===== src/rtl/sub_seq_ctrl_if.sv =====
// sub_seq_ctrl_if: requester-side handshake and result bus of the nibble-serial
// subtraction sequencer. "master" is the requester and "slave" is the sequencer.
interface sub_seq_ctrl_if #(
    parameter int NIBBLES = 4
);
    logic                   start;
    logic [4*NIBBLES-1:0]   op_a;
    logic [4*NIBBLES-1:0]   op_b;
    logic                   borrow_in;
    logic                   busy;
    logic                   done;
    logic [4*NIBBLES-1:0]   diff;
    logic                   borrow_out;
    logic                   zero;
    logic                   ovf;

    modport master (
        output start, op_a, op_b, borrow_in,
        input  busy, done, diff, borrow_out, zero, ovf
    );

    modport slave (
        input  start, op_a, op_b, borrow_in,
        output busy, done, diff, borrow_out, zero, ovf
    );
endinterface


===== src/rtl/sub_seq_ctrl.sv =====
// sub_seq_ctrl: computes A - B - borrow_in over 4*NIBBLES bits by stepping one
// external combinational 4-bit subtractor slice across the operands, least
// significant nibble first, with the borrow chained through a register.
// Optional feature: define SUB_SEQ_OVF_EN to enable signed-overflow reporting
// on ovf. Without it, ovf is tied to 0.
module sub_seq_ctrl #(
    parameter int NIBBLES = 4
) (
    input  logic              clk,
    input  logic              rst_n,
    sub_seq_ctrl_if.slave     req,
    output logic [3:0]        sub_a,
    output logic [3:0]        sub_b,
    output logic              sub_bin,
    input  logic [3:0]        sub_d,
    input  logic              sub_b4
);
    localparam int DATA_W = 4 * NIBBLES;
    localparam int IDX_W  = $clog2(NIBBLES);
    localparam logic [IDX_W-1:0] LAST_IDX = IDX_W'(NIBBLES - 1);

    typedef enum logic [1:0] {IDLE, RUN, DONE} state_t;

    state_t              state;
    logic [IDX_W-1:0]    idx;
    logic [DATA_W-1:0]   a_q;
    logic [DATA_W-1:0]   b_q;
    logic [DATA_W-1:0]   diff_q;
    logic [DATA_W-1:0]   diff_nxt;
    logic                brw_q;
    logic                last_nib;

    // The edge that writes the top nibble is also the edge entering DONE.
    assign last_nib = (state == RUN) && (idx == LAST_IDX);
    assign req.diff = diff_q;

    // Difference with the current slice result merged in; flags on the final
    // edge must see the top nibble that is being written on that same edge.
    always_comb begin
        diff_nxt = diff_q;
        diff_nxt[{idx, 2'b00} +: 4] = sub_d;
    end

    // Slice operands come straight from the latched registers while running;
    // the slice sees zeros otherwise.
    always_comb begin
        sub_a   = 4'd0;
        sub_b   = 4'd0;
        sub_bin = 1'b0;
        if (state == RUN) begin
            sub_a   = a_q[{idx, 2'b00} +: 4];
            sub_b   = b_q[{idx, 2'b00} +: 4];
            sub_bin = brw_q;
        end
    end

    // Sequencer FSM: accept, step one nibble per cycle, pulse done once.
    always_ff @(posedge clk or negedge rst_n) begin
        if (!rst_n) begin
            state          <= IDLE;
            idx            <= '0;
            a_q            <= '0;
            b_q            <= '0;
            brw_q          <= 1'b0;
            diff_q         <= '0;
            req.busy       <= 1'b0;
            req.done       <= 1'b0;
            req.borrow_out <= 1'b0;
            req.zero       <= 1'b0;
        end else begin
            case (state)
                IDLE: begin
                    req.done <= 1'b0;
                    if (req.start) begin
                        a_q      <= req.op_a;
                        b_q      <= req.op_b;
                        brw_q    <= req.borrow_in;
                        idx      <= '0;
                        req.busy <= 1'b1;
                        state    <= RUN;
                    end
                end
                RUN: begin
                    diff_q <= diff_nxt;
                    brw_q  <= sub_b4;
                    if (last_nib) begin
                        idx            <= '0;
                        req.done       <= 1'b1;
                        req.borrow_out <= sub_b4;
                        req.zero       <= (diff_nxt == '0);
                        state          <= DONE;
                    end else begin
                        idx <= idx + 1'b1;
                    end
                end
                DONE: begin
                    req.done <= 1'b0;
                    req.busy <= 1'b0;
                    state    <= IDLE;
                end
                default: begin
                    req.done <= 1'b0;
                    req.busy <= 1'b0;
                    state    <= IDLE;
                end
            endcase
        end
    end

`ifdef SUB_SEQ_OVF_EN
    // Signed overflow of a subtraction: operand signs differ and the result
    // sign disagrees with the minuend.
    function automatic logic ovf_calc(input logic a_msb, input logic b_msb,
                                      input logic d_msb);
        return (a_msb != b_msb) && (d_msb != a_msb);
    endfunction

    // Overflow flag captured alongside the other result flags.
    always_ff @(posedge clk or negedge rst_n) begin
        if (!rst_n) begin
            req.ovf <= 1'b0;
        end else if (last_nib) begin
            req.ovf <= ovf_calc(a_q[DATA_W-1], b_q[DATA_W-1], diff_nxt[DATA_W-1]);
        end
    end
`else
    assign req.ovf = 1'b0;
`endif
endmodule


===== src/flat_wrapper.sv =====
// flat-port wrapper written by rule: the top's interface ports become plain ports
module sub_seq_ctrl_flat 
#(
    parameter int NIBBLES = 4
)
  (clk, rst_n, sub_a, sub_b, sub_bin, sub_d, sub_b4, req_start, req_op_a, req_op_b, req_borrow_in, req_busy, req_done, req_diff, req_borrow_out, req_zero, req_ovf);
  sub_seq_ctrl_if #(.NIBBLES(NIBBLES)) req_i ();
  input  logic clk;
  input  logic rst_n;
  output logic [3:0] sub_a;
  output logic [3:0] sub_b;
  output logic sub_bin;
  input  logic [3:0] sub_d;
  input  logic sub_b4;
  input wire logic [$bits(req_i.start)-1:0] req_start;
  input wire logic [$bits(req_i.op_a)-1:0] req_op_a;
  input wire logic [$bits(req_i.op_b)-1:0] req_op_b;
  input wire logic [$bits(req_i.borrow_in)-1:0] req_borrow_in;
  output wire logic [$bits(req_i.busy)-1:0] req_busy;
  output wire logic [$bits(req_i.done)-1:0] req_done;
  output wire logic [$bits(req_i.diff)-1:0] req_diff;
  output wire logic [$bits(req_i.borrow_out)-1:0] req_borrow_out;
  output wire logic [$bits(req_i.zero)-1:0] req_zero;
  output wire logic [$bits(req_i.ovf)-1:0] req_ovf;
  assign req_i.start = req_start;
  assign req_i.op_a = req_op_a;
  assign req_i.op_b = req_op_b;
  assign req_i.borrow_in = req_borrow_in;
  assign req_busy = req_i.busy;
  assign req_done = req_i.done;
  assign req_diff = req_i.diff;
  assign req_borrow_out = req_i.borrow_out;
  assign req_zero = req_i.zero;
  assign req_ovf = req_i.ovf;
  sub_seq_ctrl #(.NIBBLES(NIBBLES)) u_core (.clk(clk), .rst_n(rst_n), .req(req_i), .sub_a(sub_a), .sub_b(sub_b), .sub_bin(sub_bin), .sub_d(sub_d), .sub_b4(sub_b4));
endmodule

===== config.mk =====
export PLATFORM = sky130hd
export DESIGN_NAME = sub_seq_ctrl_flat
export DESIGN_NICKNAME = d
export VERILOG_FILES = /design/src/rtl/sub_seq_ctrl_if.sv /design/src/rtl/sub_seq_ctrl.sv /design/src/flat_wrapper.sv
export SDC_FILE = /design/constraint.sdc
export NUM_CORES = 1
export LEC_CHECK = 0
export BUFFER_PORTS_ARGS = -buffer_cell sky130_fd_sc_hd__buf_2
export CAP_MARGIN = 20
export CORE_UTILIZATION = 55
export DETAILED_ROUTE_END_ITERATION = 7
export PLACE_DENSITY = 0.86
export SLEW_MARGIN = 10
export SYNTH_ARGS = -nofsm -noshare
export SYNTH_HDL_FRONTEND = slang
export SYNTH_SLANG_ARGS = --single-unit
export TNS_END_PERCENT = 100

===== constraint.sdc =====
create_clock -name clk -period 4.11 [get_ports clk]
set_input_delay 0.411 -clock clk [delete_from_list [all_inputs] [get_ports clk]]
set_output_delay 0.411 -clock clk [all_outputs]
set_load 0.01 [all_outputs]

## Yosys cells after proc, flatten, opt, wreduce, memory -nomap -nowiden

Index checks and enable logic that the tools add are counted.

- Bits of input ports: 41
- Word-level logic and storage cells: 46
- Bits in registers: 57

- Muxes and demuxes: 16
- Shifts and indexed selects: 4
- Equal/unequal tests: 4
- Bitwise operators: 1
- Add/subtract/negate cells: 2
- Reductions and logical operators: 9

Operators by type and width:

| operator | number |
|---|---|
| $shiftx 16x5->4 | 2 |
| $bwmux 16 | 1 |
| $logic_not 16->1 | 1 |
| $shift 4x6->16 const A | 1 |
| $shiftx 4x6->16 | 1 |
| $reduce_and 2->1 | 5 |
| $mux 2 | 4 |
| $mux 4 | 2 |
| $pmux 2 s2 | 2 |
| $neg 4->6 | 1 |
| $mux 1 | 5 |
| $pmux 1 s2 | 2 |
| $add 2x1->2 const B | 1 |
| $eq 2x1->1 const B | 1 |
| $eq 2x2->1 const B | 1 |
| $logic_not 2->1 | 1 |
| $ne 2x1->1 const B | 1 |
| $ne 2x2->1 const B | 1 |
| $reduce_bool 2->1 | 1 |
| $logic_and 1x1->1 | 1 |
| $not 1->1 | 1 |

## Longest topological paths before layout

Gate-level depths: netlist of run 1.

- Depth in word-level cells: 4
- Gate-level depth with buffers: 9
- Mapped depth without buffers: 7

## Worst setup path before layout of run 1

Ideal clock, no wire load.

- Kind: register to register
- Start: register u_core.idx[0]
- End: register u_core.req.zero
- Period minus slack after synthesis: 2.320 ns
- Data arrival time: 2.228 ns
- Stages on the path, launching flop included: 9
- Data required time: 4.018 ns
- Slack: 1.790 ns
- Buffers on the path: 1
- Cells stage by stage: dfrtp_1 buf_2 inv_1 ha_1 nor4bb_1 nor2_2 nor3_1 or4_1 o31ai_2

- Cells in the longest elaborated chain, start to end: 4

Ends and longest elaborated chain:

| what | RTL line | text |
|---|---|---|
| start, declared | sub_seq_ctrl.sv:25 | `logic [IDX_W-1:0] idx;` |
| start signal, assigned | sub_seq_ctrl.sv:93 | `idx <= idx + 1'b1;` |
| $neg 4->6 | sub_seq_ctrl.sv:41 | `diff_nxt[{idx, 2'b00} +: 4] = sub_d;` |
| $shiftx 4x6->16 / $shift 4x6->16 (equally long branches) | sub_seq_ctrl.sv:41 |  |
| $bwmux 16 | sub_seq_ctrl.sv:41 |  |
| $logic_not 16->1 | sub_seq_ctrl.sv:90 | `req.zero <= (diff_nxt == '0);` |
| end signal, assigned | sub_seq_ctrl.sv:90 |  |
| end, declared | sub_seq_ctrl_if.sv:24 | `output busy, done, diff, borrow_out, zero, ovf` |

Several ways; a longest one is shown, not always the timed one.
A chain may end at the register's enable or synchronous reset.

## Worst setup path after layout of run 1

Ends and elaborated chain as after synthesis.

==> results of run 1 <==
## metal layers
layer	wire, um	part of all wire	global-route usage
met5	0	0	0
met2	2460	0.48	0.345
met1	2240	0.44	0.294
met3	326	0.063	0.0605
met4	111	0.022	0.111
## repair_timing
action / 4_1_cts / 5_1_grt
hold buffers: 1 / 0
setup buffers: 0 / 0
endpoints found under the hold margin: 13 / 0
## layout make-up
class	instances	area, um2
Timing Repair Buffer	73	378
Tap cell	67	83.8
Sequential cell	57	1430
Fill cell	357	1440
Inverter	5	18.8
Multi-Input combinational cell	138	1190
Clock inverter	3	15.0
Clock buffer	12	165
## cell families after synthesis
kind of cell | count (synthesis) | share of synthesized area
AOI/OAI and AO/OA | 32 | 0.0857
adders and majority gates | 5 | 0.0233
buffers and inverters | 15 | 0.0270
DFF | 57 | 0.531
muxes | 42 | 0.210
other | 1 | 0.00140
and+or+nand+nor | 58 | 0.122
## state kept, by name, summed over array words and instances (netlist names), 2 cells and up
register / count
u_core.a_q: 16
u_core.b_q: 16
u_core.idx: 2
u_core.req.diff: 16
u_core.state: 2
## worst max path at each step
stage | from | end | slack [ps]
global placement | u_core.idx[0] | u_core.req.zero | 1460
finish | u_core.idx[0] | u_core.req.zero | 1430
global route | u_core.idx[0] | u_core.req.zero | 1180
detailed placement | u_core.idx[0] | u_core.req.zero | 1380
floorplan | u_core.idx[0] | u_core.req.zero | 1790
CTS | u_core.idx[0] | u_core.req.zero | 1370
## power breakdown
| part | total (uW) | internal [uW] | switching, uW |
|---|---|---|---|
| clock | 476 | 261 | 215 |
| sequential | 1020 | 827 | 195 |
| combinational | 1130 | 614 | 520 |
## cells in the mapped netlist (2+ instances only)
| cell | number | area, um2 |
|---|---|---|
| a32o_1 | 4 | 40.0 |
| inv_1 | 5 | 18.8 |
| nor2b_1 | 4 | 25.0 |
| clkbuf_1 | 4 | 15.0 |
| dfrtp_1 | 57 | 1430 |
| and2_1 | 9 | 56.3 |
| nand2_1 | 19 | 71.3 |
| ha_1 | 5 | 62.6 |
| nor3_1 | 4 | 20.0 |
| a22o_1 | 6 | 52.6 |
| nor2_1 | 8 | 30.0 |
| a31oi_1 | 3 | 18.8 |
| mux2_2 | 34 | 383 |
| mux4_2 | 8 | 180 |
| a21oi_1 | 5 | 25.0 |
| nor2_2 | 2 | 12.5 |
| o21ai_0 | 7 | 35.0 |
| and3_1 | 2 | 12.5 |
| buf_2 | 4 | 20.0 |
## per-stage QoR
stage / std cells / area [um2] / total power (uW) / util / hold WS (ps)
4_1_cts: 355 / 3280 / 2650 / 0.694 / 288
3_5_place_dp: 339 / 3090 / 2170 / 0.654 / 314
3_3_place_gp: 339 / 3090 / 2130 / 0.654 / 313
6_report: 355 / 3280 / 2630 / 0.694 / 299
5_1_grt: 355 / 3280 / 2820 / 0.694 / 296
2_1_floorplan: 210 / 2690 / 1830 / - / 115
==> impl_metrics.yaml, run 1 <==
run_status:
  outcome: "finished clean"
pwr:
  p_per_area_nw_per_um2: 802
  p_leak_uw: 0.00155
  ir_worst_vdd_mv: 0.416
setup_path:
  reg2reg_slack_ps: 1430
  r2r_start: "u_core.idx[0]"
  worst_ep_required_time_ps: 4360
  crit_family: "simple AND/OR/NAND/NOR gates"
  worst-path-max-fanout: 16
  critPathBufInv: 1
  cp-end-kind: "flip-flop"
  crit_chain: "inv_1 -> ha_1 -> nor4bb_1 -> nor2_2 -> nor3_1 -> or4_1 -> o31ai_2"
  max_stage_delay_ps: 810
  cp.depth: 7
  start_kind: "flip-flop"
  arrival_ps: 2930
  critPathSlowestCell: "dfrtp_1"
  setup.worst_path.class: "reg -> reg"
  r2r_cells: 7
  r2r_end: "u_core.req.zero"
floorplanning:
  num_rows: 25
  die_h_um: 71.9
  die_area_um2: 5170
  die_x_um: 71.9
  pin_count: 71
  start_util: 0.568
  core-area_um2: 4720
synthesis:
  netlist_instances: 210
  synth.distinct_cells: 39
  netlist_area_um2: 2690
  synthFlopType: "dfrtp_1"
  syn_nets: 256
  synth-seq-cells: 57
  ys_async_sr_fraction: 1.00
  synth_edf_count: 0
  yosysWarnings: 0
  synth.avg_cell_area_um2: 12.8
  yosysSeqAreaShare: 0.531
clock_tree:
  cts_resized: 0
  clk_latency_ps: 340
  cts_tree: "yes"
  cts_buffers: 9
  clockBufferDepth: 2
  cts-root-buf: "clkbuf_8"
  cts.sinks: 57
  h-tree-depth: 3
  clk_pin_slew_ps: 70
min_path:
  hold_path_class: "in -> reg"
  holdPathEnd: "u_core.a_q[1]"
  min_delay_path_depth: 2
  min_from: "req_op_a[1]"
sta:
  fmax_mhz: 373
  layout_setup_ws_ps: 1430
  grt_setup_unrepaired: "false"
  slew_violations: 0
  fin_crit_sh: 0.652
  hold_viol_final: 0
  slew_headroom: 0.519
  fin_crit_ps: 2680
  setup_tns_ps: 0
  fin_skew_ps: 6.71
  final-setup-viol-count: 0
  tightestPinTransition_ps: 721
cells_and_area:
  layout.nets: 330
  drive_gt1_frac: 0.476
  final_cell_mix: "buf_2 (69), dfrtp_1 (57), mux2_2 (34)"
  final_common_cell: "buf_2"
  syn2layout_area_growth_pct: 22.1
  n_antenna_cell: 0
place:
  dp_hpwl_mm: 3.66
  place_congestion: 0.846
  io_buffers: 69
  pre_cts_ws_ps: 1380
global_routing:
  antenna_found_initial: 0
  grt.overflow.total: 0
  grt_max_degree: 45
  grt_usage: 0.224
  grt_pass1_vias: 1818
  grt_pass1_wl_mm: 8.58
routing:
  routedWlPerCell_um: 14.5
  dr.pass1.iters: 6
  drt-total-wl_mm: 5.14
  post-route-drc-count: 0
  drtAntennaViolNets: 0
  routed_via_density: 5.45
  drtIter0Drc: 168
  num_vias: 1934
flow_run:
  cap_violations: 0
Note: power is estimated with default switching activity, not from simulation.
==> run 2, diff against run 1 <==
--- a/config.mk
+++ b/config.mk
@@ -7,9 +7,9 @@
 export LEC_CHECK = 0
 export BUFFER_PORTS_ARGS = -buffer_cell sky130_fd_sc_hd__buf_2
 export CAP_MARGIN = 20
-export CORE_UTILIZATION = 55
+export CORE_UTILIZATION = 47
 export DETAILED_ROUTE_END_ITERATION = 7
-export PLACE_DENSITY = 0.86
+export PLACE_DENSITY = 0.78
 export SLEW_MARGIN = 10
 export SYNTH_ARGS = -nofsm -noshare
 export SYNTH_HDL_FRONTEND = slang
==> constraint.sdc (replaced) <==
create_clock -name clk -period 2.3 [get_ports clk]
set_input_delay 0.23 -clock clk [delete_from_list [all_inputs] [get_ports clk]]
set_output_delay 0.23 -clock clk [all_outputs]
set_load 0.01 [all_outputs]
==> impl_metrics.yaml, run 2 (synthesis gave the netlist of run 1 again) <==
setup_path:
  r2r_end: "u_core.req.zero"
  start_kind: "flip-flop"
  worst-path-max-fanout: 10
  worst_ep_required_time_ps: 2550
  r2r_start: "u_core.idx[0]"
  cp-end-kind: "flip-flop"
  r2r_cells: 7
  arrival_ps: 2330
  reg2reg_slack_ps: 220
  setup.worst_path.class: "reg -> reg"
global_routing:
  grt_pass1_wl_mm: 9.51
  antenna_found_initial: 0
  grt.overflow.total: 0
  grt_usage: 0.210
  grt_pass1_vias: 1959
  grt_max_degree: 35
clock_tree:
  cts.sinks: 57
  cts_resized: 0
  clk_latency_ps: 340
  cts_tree: "yes"
  clk_pin_slew_ps: 70
  cts_buffers: 9
  cts-root-buf: "clkbuf_8"
  cts_setup_buffers: 0
  h-tree-depth: 3
  clockBufferDepth: 2
  cts_hold_buf: 1
min_path:
  min_delay_path_depth: 2
  min_from: "req_op_b[10]"
  holdPathEnd: "u_core.b_q[10]"
  hold_path_class: "in -> reg"
sta:
  hold_viol_final: 0
  final-setup-viol-count: 0
  fin_crit_sh: 0.905
  fmax_mhz: 481
  slew_violations: 0
  slew_headroom: 0.659
  setup_tns_ps: 0
  tightestPinTransition_ps: 512
  grt_setup_unrepaired: "false"
  fin_skew_ps: 9.94
  fin_crit_ps: 2080
routing:
  drtIter0Drc: 128
  met3_length_um: 405
  num_vias: 1980
  routed_via_density: 5.41
  dr.pass1.iters: 4
  drtAntennaViolNets: 0
  routedWlPerCell_um: 15.4
  post-route-drc-count: 0
  wl_met1_mm: 2.43
  route.met2.wl_mm: 2.73
  highest_layer: "met4"
  drt-total-wl_mm: 5.63
pwr:
  ir_worst_vdd_mv: 0.787
  p_sw_uw: 1750
  power_frac_comb: 0.431
  power.share.clock: 0.222
  intPower_uw: 3340
  p_leak_uw: 0.00160
  switching_share: 0.343
  p_per_area_nw_per_um2: 1500
  seqPwrFrac: 0.347
cells_and_area:
  final_common_cell: "buf_2"
  final_core_util: 0.615
  n_antenna_cell: 0
  layout.nets: 335
  stdcell_count: 366
  syn2layout_area_growth_pct: 26.1
  drive_gt1_frac: 0.483
  fill_cells: 468
  final_cell_mix: "buf_2 (69), dfrtp_1 (57), mux2_2 (34)"
  postLayoutCellArea_um2: 3390
place:
  dp.cells: 349
  dp_hpwl_mm: 4.19
  place_congestion: 0.894
  io_buffers: 69
  place_area_um2: 3130
floorplanning:
  die_area_um2: 6020
  pin_count: 71
  core-area_um2: 5510
  die_x_um: 77.6
  num_rows: 27
  die_h_um: 77.6
  start_util: 0.488
flow_run:
  cap_violations: 0
run_status:
  outcome: "finished clean"
[run 2: final cells by class]
class,instances,area (um2),share of cell area
Clock buffer,10,128,0.0377
Sequential cell,57,1430,0.421
Clock inverter,6,115,0.0340
Timing Repair Buffer,78,415,0.123
Multi-Input combinational cell,138,1190,0.352
Tap cell,72,90.1,0.0266
Inverter,5,18.8,0.00554
[run 2: how the worst max path moves through the flow]
stage	startpoint	endpoint	slack, ps	cells after the start
floorplan	u_core.idx[1]	u_core.req.zero	40	8
global placement	u_core.idx[0]	u_core.req.zero	330	7
detailed placement	u_core.idx[0]	u_core.req.zero	250	7
CTS	u_core.idx[0]	u_core.req.zero	220	7
global route	u_core.idx[0]	u_core.req.zero	90	7
finish	u_core.idx[0]	u_core.req.zero	220	7
[run 2: through the flow]
step | power (uW) | setup WS, ps | hold slack, ps
2_1_floorplan | 3280 | 42.0 | -65.6
3_3_place_gp | 3890 | 335 | 224
3_5_place_dp | 3980 | 247 | 229
4_1_cts | 5130 | 219 | 101
5_1_grt | 5430 | 88.5 | 101
6_report | 5080 | 219 | 119
[run 2: critical path, cell delays in order (launching register included)]
cell and delay, ps:
dfrtp_1 390, inv_1 130, ha_1 410, and3b_2 270, nand2_1 80, nor3_1 50, or4_1 490, o31ai_2 180
[run 2: power groups by stage]
stage | clock network (uW) | logic [uW] | registers [uW]
finish | 1130 | 2190 | 1770
global route | 1210 | 2400 | 1830
CTS | 1160 | 2210 | 1770
detailed placement | 0 | 2200 | 1780
global placement | 0 | 2140 | 1750
floorplan | 0 | 1520 | 1770
[run 2: layer usage]
metal,up-vias,track usage
li1,924,-
met1,964,0.264
met2,86,0.332
met3,6,0.0824
met4,0,0.0698
met5,-,0
